### src/rtl/turn_ctrl_if.sv
// turn_ctrl_if: signal bundle between the switch/button input logic (master)
// and the turn controller (slave).
//   start, confirm, cardselect        : requests from the input logic
//   p1_card, p2_card                   : remaining hand masks (1 = card held)
//   handout_p1_pulse, handout_p2_pulse : one-cycle strobes to the handout stages
//   p1_val, p2_val                     : value of each player's last played card
//   p1_score, p2_score, round          : game progress counters
//   active_player, invalid_sel         : selection status
//   game_over, winner                  : end-of-game result
interface turn_ctrl_if;
    logic       start;
    logic       confirm;
    logic [8:0] cardselect;
    logic [8:0] p1_card;
    logic [8:0] p2_card;
    logic       handout_p1_pulse;
    logic       handout_p2_pulse;
    logic [3:0] p1_val;
    logic [3:0] p2_val;
    logic [3:0] p1_score;
    logic [3:0] p2_score;
    logic [3:0] round;
    logic       active_player;
    logic       invalid_sel;
    logic       game_over;
    logic [1:0] winner;

    modport master (
        output start, confirm, cardselect,
        input  p1_card, p2_card, handout_p1_pulse, handout_p2_pulse,
        input  p1_val, p2_val, p1_score, p2_score, round,
        input  active_player, invalid_sel, game_over, winner
    );

    modport slave (
        input  start, confirm, cardselect,
        output p1_card, p2_card, handout_p1_pulse, handout_p2_pulse,
        output p1_val, p2_val, p1_score, p2_score, round,
        output active_player, invalid_sel, game_over, winner
    );
endinterface

### src/rtl/turn_ctrl.sv
// turn_ctrl: sequences one two-player card game. Alternates P1/P2 card
// selection, validates each pick against the player's remaining hand, strobes
// the matching handout stage, judges each round and declares the winner.
// Ports:
//   clk    : system clock, rising edge
//   resetn : asynchronous reset, active-high (1 = clear)
//   bus    : turn_ctrl_if.slave (inputs start/confirm/cardselect, all status)
// Every output is a register or a decode of the state register.
module turn_ctrl #(
    parameter int ROUNDS = 9
) (
    input  logic        clk,
    input  logic        resetn,
    turn_ctrl_if.slave  bus
);

    typedef enum logic [2:0] {
        S_IDLE, S_P1_SEL, S_P1_OUT, S_P2_SEL, S_P2_OUT, S_JUDGE, S_DONE
    } state_t;

    localparam logic [3:0] ROUNDS_L = 4'(ROUNDS);

    state_t     state_q, state_d;
    logic [8:0] p1_card_q, p1_card_d, p2_card_q, p2_card_d;
    logic [3:0] p1_val_q, p1_val_d, p2_val_q, p2_val_d;
    logic [3:0] p1_score_q, p1_score_d, p2_score_q, p2_score_d;
    logic [3:0] round_q, round_d;
    logic       invalid_q, invalid_d;
    logic [1:0] winner_q, winner_d;

    // Exactly one bit set: non-zero and clearing the lowest set bit leaves zero.
    function automatic logic is_onehot(input logic [8:0] x);
        return (x != 9'd0) && ((x & (x - 9'd1)) == 9'd0);
    endfunction

    function automatic logic [3:0] encode(input logic [8:0] x);
        logic [3:0] v;
        v = 4'd0;
        for (int k = 0; k < 9; k++) begin
            if (x[k]) v = 4'(k);
        end
        return v;
    endfunction

    always_ff @(posedge clk or posedge resetn) begin
        if (resetn) begin
            state_q    <= S_IDLE;
            p1_card_q  <= 9'h1FF;
            p2_card_q  <= 9'h1FF;
            p1_val_q   <= 4'd0;
            p2_val_q   <= 4'd0;
            p1_score_q <= 4'd0;
            p2_score_q <= 4'd0;
            round_q    <= 4'd0;
            invalid_q  <= 1'b0;
            winner_q   <= 2'b00;
        end else begin
            state_q    <= state_d;
            p1_card_q  <= p1_card_d;
            p2_card_q  <= p2_card_d;
            p1_val_q   <= p1_val_d;
            p2_val_q   <= p2_val_d;
            p1_score_q <= p1_score_d;
            p2_score_q <= p2_score_d;
            round_q    <= round_d;
            invalid_q  <= invalid_d;
            winner_q   <= winner_d;
        end
    end

    always_comb begin
        state_d    = state_q;
        p1_card_d  = p1_card_q;
        p2_card_d  = p2_card_q;
        p1_val_d   = p1_val_q;
        p2_val_d   = p2_val_q;
        p1_score_d = p1_score_q;
        p2_score_d = p2_score_q;
        round_d    = round_q;
        invalid_d  = 1'b0;
        winner_d   = winner_q;

        case (state_q)
            S_IDLE, S_DONE: begin
                // start has priority; confirm is never looked at here
                if (bus.start) begin
                    p1_card_d  = 9'h1FF;
                    p2_card_d  = 9'h1FF;
                    p1_val_d   = 4'd0;
                    p2_val_d   = 4'd0;
                    p1_score_d = 4'd0;
                    p2_score_d = 4'd0;
                    round_d    = 4'd0;
                    winner_d   = 2'b00;
                    state_d    = S_P1_SEL;
                end
            end
            S_P1_SEL: begin
                if (bus.confirm) begin
                    if (is_onehot(bus.cardselect) && ((bus.cardselect & p1_card_q) != 9'd0)) begin
                        p1_card_d = p1_card_q & ~bus.cardselect;
                        p1_val_d  = encode(bus.cardselect);
                        state_d   = S_P1_OUT;
                    end else begin
                        invalid_d = 1'b1;
                    end
                end
            end
            S_P1_OUT: state_d = S_P2_SEL;
            S_P2_SEL: begin
                if (bus.confirm) begin
                    if (is_onehot(bus.cardselect) && ((bus.cardselect & p2_card_q) != 9'd0)) begin
                        p2_card_d = p2_card_q & ~bus.cardselect;
                        p2_val_d  = encode(bus.cardselect);
                        state_d   = S_P2_OUT;
                    end else begin
                        invalid_d = 1'b1;
                    end
                end
            end
            S_P2_OUT: state_d = S_JUDGE;
            S_JUDGE: begin
                if (p1_val_q > p2_val_q) p1_score_d = p1_score_q + 4'd1;
                if (p2_val_q > p1_val_q) p2_score_d = p2_score_q + 4'd1;
                round_d = round_q + 4'd1;
                if (round_d == ROUNDS_L) begin
                    // Winner is latched from the post-judge scores on entry to DONE.
                    if (p1_score_d > p2_score_d)      winner_d = 2'b01;
                    else if (p2_score_d > p1_score_d) winner_d = 2'b10;
                    else                              winner_d = 2'b11;
                    state_d = S_DONE;
                end else begin
                    state_d = S_P1_SEL;
                end
            end
            default: state_d = S_IDLE;
        endcase
    end

    assign bus.p1_card          = p1_card_q;
    assign bus.p2_card          = p2_card_q;
    assign bus.p1_val           = p1_val_q;
    assign bus.p2_val           = p2_val_q;
    assign bus.p1_score         = p1_score_q;
    assign bus.p2_score         = p2_score_q;
    assign bus.round            = round_q;
    assign bus.invalid_sel      = invalid_q;
    assign bus.winner           = winner_q;
    // Strobes decode straight from the state register, so reset drops them at once.
    assign bus.handout_p1_pulse = (state_q == S_P1_OUT);
    assign bus.handout_p2_pulse = (state_q == S_P2_OUT);
    assign bus.active_player    = (state_q == S_P2_SEL) || (state_q == S_P2_OUT);
    assign bus.game_over        = (state_q == S_DONE);

endmodule

### src/flat_wrapper.sv
// flat-port wrapper written by rule: the top's interface ports become plain ports
module turn_ctrl_flat 
#(
    parameter int ROUNDS = 9
)
  (clk, resetn, bus_start, bus_confirm, bus_cardselect, bus_p1_card, bus_p2_card, bus_handout_p1_pulse, bus_handout_p2_pulse, bus_p1_val, bus_p2_val, bus_p1_score, bus_p2_score, bus_round, bus_active_player, bus_invalid_sel, bus_game_over, bus_winner);
  turn_ctrl_if bus_i ();
  input  logic clk;
  input  logic resetn;
  input wire logic [$bits(bus_i.start)-1:0] bus_start;
  input wire logic [$bits(bus_i.confirm)-1:0] bus_confirm;
  input wire logic [$bits(bus_i.cardselect)-1:0] bus_cardselect;
  output wire logic [$bits(bus_i.p1_card)-1:0] bus_p1_card;
  output wire logic [$bits(bus_i.p2_card)-1:0] bus_p2_card;
  output wire logic [$bits(bus_i.handout_p1_pulse)-1:0] bus_handout_p1_pulse;
  output wire logic [$bits(bus_i.handout_p2_pulse)-1:0] bus_handout_p2_pulse;
  output wire logic [$bits(bus_i.p1_val)-1:0] bus_p1_val;
  output wire logic [$bits(bus_i.p2_val)-1:0] bus_p2_val;
  output wire logic [$bits(bus_i.p1_score)-1:0] bus_p1_score;
  output wire logic [$bits(bus_i.p2_score)-1:0] bus_p2_score;
  output wire logic [$bits(bus_i.round)-1:0] bus_round;
  output wire logic [$bits(bus_i.active_player)-1:0] bus_active_player;
  output wire logic [$bits(bus_i.invalid_sel)-1:0] bus_invalid_sel;
  output wire logic [$bits(bus_i.game_over)-1:0] bus_game_over;
  output wire logic [$bits(bus_i.winner)-1:0] bus_winner;
  assign bus_i.start = bus_start;
  assign bus_i.confirm = bus_confirm;
  assign bus_i.cardselect = bus_cardselect;
  assign bus_p1_card = bus_i.p1_card;
  assign bus_p2_card = bus_i.p2_card;
  assign bus_handout_p1_pulse = bus_i.handout_p1_pulse;
  assign bus_handout_p2_pulse = bus_i.handout_p2_pulse;
  assign bus_p1_val = bus_i.p1_val;
  assign bus_p2_val = bus_i.p2_val;
  assign bus_p1_score = bus_i.p1_score;
  assign bus_p2_score = bus_i.p2_score;
  assign bus_round = bus_i.round;
  assign bus_active_player = bus_i.active_player;
  assign bus_invalid_sel = bus_i.invalid_sel;
  assign bus_game_over = bus_i.game_over;
  assign bus_winner = bus_i.winner;
  turn_ctrl #(.ROUNDS(ROUNDS)) u_core (.clk(clk), .resetn(resetn), .bus(bus_i));
endmodule
### config.mk
export PLATFORM = sky130hd
export DESIGN_NAME = turn_ctrl_flat
export DESIGN_NICKNAME = d
export VERILOG_FILES = /design/src/rtl/turn_ctrl_if.sv /design/src/rtl/turn_ctrl.sv /design/src/flat_wrapper.sv
export SDC_FILE = /design/constraint.sdc
export NUM_CORES = 1
export LEC_CHECK = 0
export BUFFER_PORTS_ARGS = -buffer_cell sky130_fd_sc_hd__buf_2
export CAP_MARGIN = 40
export CORE_MARGIN = 10
export CORE_UTILIZATION = 49
export DETAILED_ROUTE_END_ITERATION = 6
export GPL_ROUTABILITY_DRIVEN = 0
export PLACE_DENSITY_LB_ADDON = 0.25
export SYNTH_ARGS = -nofsm -noshare
export SYNTH_HDL_FRONTEND = slang
export SYNTH_SLANG_ARGS = --single-unit
### constraint.sdc
create_clock -name clk -period 3.69 [get_ports clk]
set_input_delay 0.738 -clock clk [delete_from_list [all_inputs] [get_ports clk]]
set_output_delay 0.738 -clock clk [all_outputs]
set_load 0.01 [all_outputs]
# == After elaboration in Yosys (flattened, before gate mapping) ==
# Cells that the tools add are included.
# op_classes
n_eq_ne,13
addsub,4
n_reduce_logical,18
order_cmp,4
bitwise_logic,6
muxes,46
# ops
cell,count
$and 9x9->9,5
$mux 9,5
$mux 4,10
$pmux 4 s2,5
$pmux 9 s2,2
$mux 3,10
$reduce_bool 9->1,3
$pmux 3 s6,1
$gt 4x4->1,4
$add 4x1->4 const B,3
$mux 2,5
$eq 3x3->1 const B,3
$logic_not 9->1,1
$not 9->9,1
$sub 9x1->9 const B,1
$reduce_and 4->1,2
$eq 3x2->1 const B,2
$mux 1,6
$ne 2x1->1 const B,3
$ne 2x2->1 const B,3
$reduce_bool 2->1,3
$reduce_and 5->1,1
$eq 4x4->1 const B,1
$pmux 2 s2,1
8 further kinds,10
# totals
input_bits,13
output_inout_bits,45
elab_cells,101
regBits,44

# == Logic depth before layout (Yosys ltp) ==
# depth
depth_word,11
depth_mapped,15
mapped_depth_nobuf,15

# == Worst setup path after synthesis ==
# OpenSTA, ideal clock, no wires.
# synth_path
path_kind,reg-to-reg
startpoint,register u_core.p2_val_q[1] (netlist: u_core.bus.p2_val[1])
endpoint,register u_core.winner_q[1] (netlist: u_core.bus.winner[1])
path_stages_with_launch,16
n_path_buf,1
setup_slack_ps,756
arrival_ps,2833
required_time_ps,3589
synth_period_minus_slack_ps,2934
setup_time_ps,101
cell_sequence,dfrtp_1 > inv_1 > ha_1 > nor2b_1 > o21a_1 > o21ai_1 > and2_1 > clkbuf_1 > mux2i_1 > ha_1 > nor2b_1 > o21ai_0 > nand2b_1 > a21oi_1 > a41oi_1 > o32ai_1
# synth_between
elab_chain_len,7
word_cells_on_any_way,10
classes_between,3 x order compare; 7 x mux
# synth_lines
item,line_no,source
start: declaration,turn_ctrl.sv:25,"logic [3:0] p1_val_q, p1_val_d, p2_val_q, p2_val_d;"
start signal: assignment,turn_ctrl.sv:62,p2_val_q <= p2_val_d;
"$gt 4x4->1, on equally long branches","turn_ctrl.sv:123, turn_ctrl.sv:124",
"$mux 4, on equally long branches","turn_ctrl.sv:123, turn_ctrl.sv:124",
$mux 4,turn_ctrl.sv:83,case (state_q)
$gt 4x4->1 *,turn_ctrl.sv:128,if (p1_score_d > p2_score_d) winner_d = 2'b01;
$mux 2 *,turn_ctrl.sv:128,
$mux 2 *,turn_ctrl.sv:126,if (round_d == ROUNDS_L) begin
$pmux 2 s2 *,turn_ctrl.sv:83,
end signal: assignment,turn_ctrl.sv:67,winner_q <= winner_d;
end: declaration,turn_ctrl.sv:29,"logic [1:0] winner_q, winner_d;"
# Every way passes the cells marked *; elsewhere a longest branch is shown, timed or not. The select of a mux whose other input is x is not followed.
# A chain may end at the register's enable or synchronous reset.

# == Worst setup path after layout ==
# Same ends and word-level chain as after synthesis.

==> flow_metrics.env <==
export IMPL_maxSlewHeadroom=0.478
export IMPL_finalWirelength_mm=6.74
export IMPL_final_setup_skew_ns=0.00457
export IMPL_cp_data_required_time_ns=3.88
export IMPL_cts_htree_levels=2
export IMPL_cp_slowest_stage_delay_ns=0.37
export IMPL_rows=26
export IMPL_highest_layer="met4"
export IMPL_clk_transition_reported_paths_ns=0.08
export IMPL_setup_violators_final=0
export IMPL_totalNegativeSetupSlack_ns=0
export IMPL_die_x_um=92.8
export IMPL_worst_setup_path_start_kind="flip-flop"
export IMPL_synth_sequential_area_ratio=0.433
export IMPL_final_nets=362
export IMPL_largest_net_degree_at_the_start_of_global_routing=26
export IMPL_die_height_um=92.8
export IMPL_setup_reg_to_reg_worst_slack_ns=0.59
export IMPL_route_detailed_vias_per_inst=5.69
export IMPL_area_growth_synth_to_final_pct=16.1
export IMPL_synth_yosys_warnings=0
export IMPL_synth_seq_cells=44
export IMPL_cellLeakagePower_uw=0.00139
export IMPL_global_route_overflow_total=0
export IMPL_wl_per_cell_um=16.5
export IMPL_die_area_um2=8610
export IMPL_detailroute_wirelength_met3_um=440
export IMPL_critical_path_reg2reg_endpoint="u_core.bus.winner[1]"
export IMPL_place_worst_setup_slack_ns=0.660
export IMPL_cts_max_path_buffers=2
export IMPL_fin_crit_sh=0.839
export IMPL_pnr_total_power_uw=1860
export IMPL_path_cells="inv_1 > ha_1 > nor2b_1 > o21a_1 > o21ai_1 > and2_1 > mux2i_1 > ha_1 > nor2b_1 > o21ai_0 > nand2b_1 > a21oi_1 > a41oi_1 > o32ai_1"
export IMPL_via_count=2322
export IMPL_power_per_cell_area_nw_per_um2=616
export IMPL_grt_usage=0.153
export IMPL_worst_setup_path_type="flip-flop to flip-flop"
export IMPL_cells_after_synth=285
export IMPL_io_buffers=57
export IMPL_critical_path_reg2reg_startpoint="u_core.bus.p2_val[1]"
export IMPL_layout_commonest_cell="sky130_fd_sc_hd__buf_2"
export IMPL_number_of_global_route_vias_before_repair=2289
export IMPL_cts_hold_repair_buffers=0
export IMPL_min_delay_path_class="input port to asynchronous set/reset pin"
export IMPL_layout_cells_sized_above_1=0.275
export IMPL_crit_path_max_fanout=6
export IMPL_numCtsBuffers=5
export IMPL_antenna_violations_before_repair=0
export IMPL_detail_route_wirelength_met1_mm=3.04
export IMPL_worst_setup_path_end_kind="flip-flop"
export IMPL_met2_wirelength_mm=3.20
export IMPL_async_flop_share=1.00
export IMPL_post_cts_repair_setup_buffers=0
export IMPL_synth_edf_count=0
export IMPL_number_of_i_o_pins=58
export IMPL_synth_net_count=310
export IMPL_clock_root_buffer="sky130_fd_sc_hd__clkbuf_8"
export IMPL_report_final_hold_viol_count=0
export IMPL_synth_cell_type_count=53
export IMPL_crit_path_top_delay_cell="sky130_fd_sc_hd__dfrtp_1"
export IMPL_worst_ir_drop_vdd_mv=0.298
export IMPL_timing_max_cap_violations=0
export IMPL_post_cts_resize_count=0
export IMPL_tightest_slew_ns=0.783
export IMPL_synthesized_area_um2=2600
export IMPL_ys_flop_type="sky130_fd_sc_hd__dfrtp_1"
export IMPL_antenna_diode_count=0
export IMPL_drt_initial_violations=137
export IMPL_layout_common_cells="sky130_fd_sc_hd__buf_2, sky130_fd_sc_hd__nor2_1, sky130_fd_sc_hd__nand2_1, sky130_fd_sc_hd__dfrtp_1, sky130_fd_sc_hd__a31oi_1"
export IMPL_clock_sink_count=44
export IMPL_fmax_ghz=0.323
export IMPL_clk_latency_ns=0.29
export IMPL_final_setup_worst_slack_ns=0.595
export IMPL_reg2reg_depth=14
export IMPL_post_route_min_period_ns=3.10
export IMPL_grt_pass1_wl_mm=11.0
export IMPL_synth_area_per_cell_um2=9.11
export IMPL_detail_route_antenna_nets=0
export IMPL_count_of_unresolved_drc_violations_after_routing=0
export IMPL_crit_path_dat_ns=3.29
export IMPL_cts_tree="built"
export IMPL_slew_violations=0
export IMPL_drt_pass1_iter_count=4
export IMPL_detailedPlacementHpwl_mm=5.01
export IMPL_initial_util=0.505
export IMPL_rsz_0062_raised_after_global_routing="false"
export IMPL_placeable_core_region_um2=5140
export IMPL_status="completed"
## worst max path at each step
stage	end	start	cells past startpoint
CTS	u_core.bus.winner[1]	u_core.bus.p2_val[1]	14
finish	u_core.bus.winner[1]	u_core.bus.p2_val[1]	14
detailed placement	u_core.bus.winner[1]	u_core.bus.p2_val[1]	14
global route	u_core.bus.winner[1]	u_core.bus.p2_val[1]	14
global placement	u_core.state_q[1]	bus_cardselect[3]	7
floorplan	u_core.bus.winner[1]	u_core.bus.p2_val[1]	15
## routing by layer
metal  up-vias  track usage
met3         5       0.0500
met1      1114        0.197
met2        66        0.243
met4         0       0.0373
met5         -            0
li1       1137            -
## layout make-up
cell class	instances	area [um2]
Clock buffer	7	76.3
Inverter	16	60.1
Multi-Input combinational cell	207	1330
Tap cell	70	87.6
Timing Repair Buffer	63	330
Fill cell	481	2120
Clock inverter	1	3.75
Sequential cell	44	1120
## cells by family (layout without fill, tap and decap cells)
family                   count (synthesis)  in the layout  synth area share
buffers and inverters                   34             87            0.0539
flip-flops                              44             44             0.433
XOR/XNOR                                 7              7            0.0236
AO/OA/AOI/OAI                           78             78             0.207
AND/OR/NAND/NOR                        101            101             0.190
multiplexers                             9              9            0.0352
adder cells (fa/ha/maj)                 12             12            0.0578
## state kept, by name, indices dropped and copies added, names as in the netlist, 3 cells and up
register and count:
u_core.state_q 3, u_core.bus.p1_val 4, u_core.bus.p2_card 9, u_core.bus.p2_score 4
u_core.bus.round 4, u_core.bus.p2_val 4, u_core.bus.p1_card 9, u_core.bus.p1_score 4
## synth_stat cells (2+ instances only)
cell type | count | area [um2]
sky130_fd_sc_hd__nand2_1 | 27 | 101
sky130_fd_sc_hd__clkbuf_1 | 15 | 56.3
sky130_fd_sc_hd__mux2i_1 | 8 | 80.1
sky130_fd_sc_hd__and2_1 | 3 | 18.8
sky130_fd_sc_hd__o21bai_1 | 2 | 15.0
sky130_fd_sc_hd__nor2_1 | 30 | 113
sky130_fd_sc_hd__inv_1 | 16 | 60.1
sky130_fd_sc_hd__nand2b_1 | 3 | 18.8
sky130_fd_sc_hd__and3_1 | 2 | 12.5
sky130_fd_sc_hd__nor3_1 | 6 | 30.0
sky130_fd_sc_hd__a21o_1 | 2 | 15.0
sky130_fd_sc_hd__a222oi_1 | 2 | 20.0
sky130_fd_sc_hd__xnor2_1 | 3 | 26.3
sky130_fd_sc_hd__o32ai_1 | 3 | 26.3
sky130_fd_sc_hd__o31ai_1 | 4 | 30.0
sky130_fd_sc_hd__or3_1 | 2 | 12.5
sky130_fd_sc_hd__xor2_1 | 4 | 35.0
sky130_fd_sc_hd__nor4_1 | 3 | 18.8
sky130_fd_sc_hd__dfrtp_1 | 26 | 651
sky130_fd_sc_hd__a21oi_1 | 9 | 45.0
sky130_fd_sc_hd__ha_1 | 12 | 150
sky130_fd_sc_hd__nor2b_1 | 5 | 31.3
sky130_fd_sc_hd__o21a_1 | 2 | 15.0
sky130_fd_sc_hd__nand3_1 | 7 | 35.0
sky130_fd_sc_hd__a22oi_1 | 2 | 15.0
sky130_fd_sc_hd__a32o_1 | 2 | 20.0
sky130_fd_sc_hd__a22o_1 | 3 | 26.3
sky130_fd_sc_hd__or4_1 | 3 | 22.5
sky130_fd_sc_hd__nor3b_1 | 3 | 22.5
sky130_fd_sc_hd__dfstp_2 | 18 | 473
sky130_fd_sc_hd__o21ai_1 | 4 | 20.0
sky130_fd_sc_hd__a31oi_1 | 22 | 138
sky130_fd_sc_hd__a221oi_1 | 3 | 26.3
sky130_fd_sc_hd__o21ai_0 | 10 | 50.1
## stage by stage
step	hold slack, ns	cell area, um2	instances	utilization
floorplan	0.511	2600	285	-
global placement	0.496	2940	400	0.571
detailed placement	0.499	2940	400	0.571
CTS	0.511	3020	408	0.587
global route	0.534	3020	408	0.587
finish	0.502	3020	408	0.587
## critical path: cells and delay by family, from the launching register on
| family | cells | cell delay, ns |
|---|---|---|
| compound gates | 6 | 1.05 |
| simple gates | 4 | 0.67 |
| fa+ha+maj | 2 | 0.58 |
| flops | 1 | 0.37 |
| mux | 1 | 0.27 |
| buf+inv | 1 | 0.05 |
## power by group
| group | leakage (uW) | internal (uW) | switching, uW | total [uW] |
|---|---|---|---|---|
| sequential | 0.000519 | 668 | 128 | 796 |
| clock | 0.0000399 | 132 | 153 | 285 |
| combinational | 0.000831 | 341 | 436 | 777 |
(Power assumes the default switching activity.)
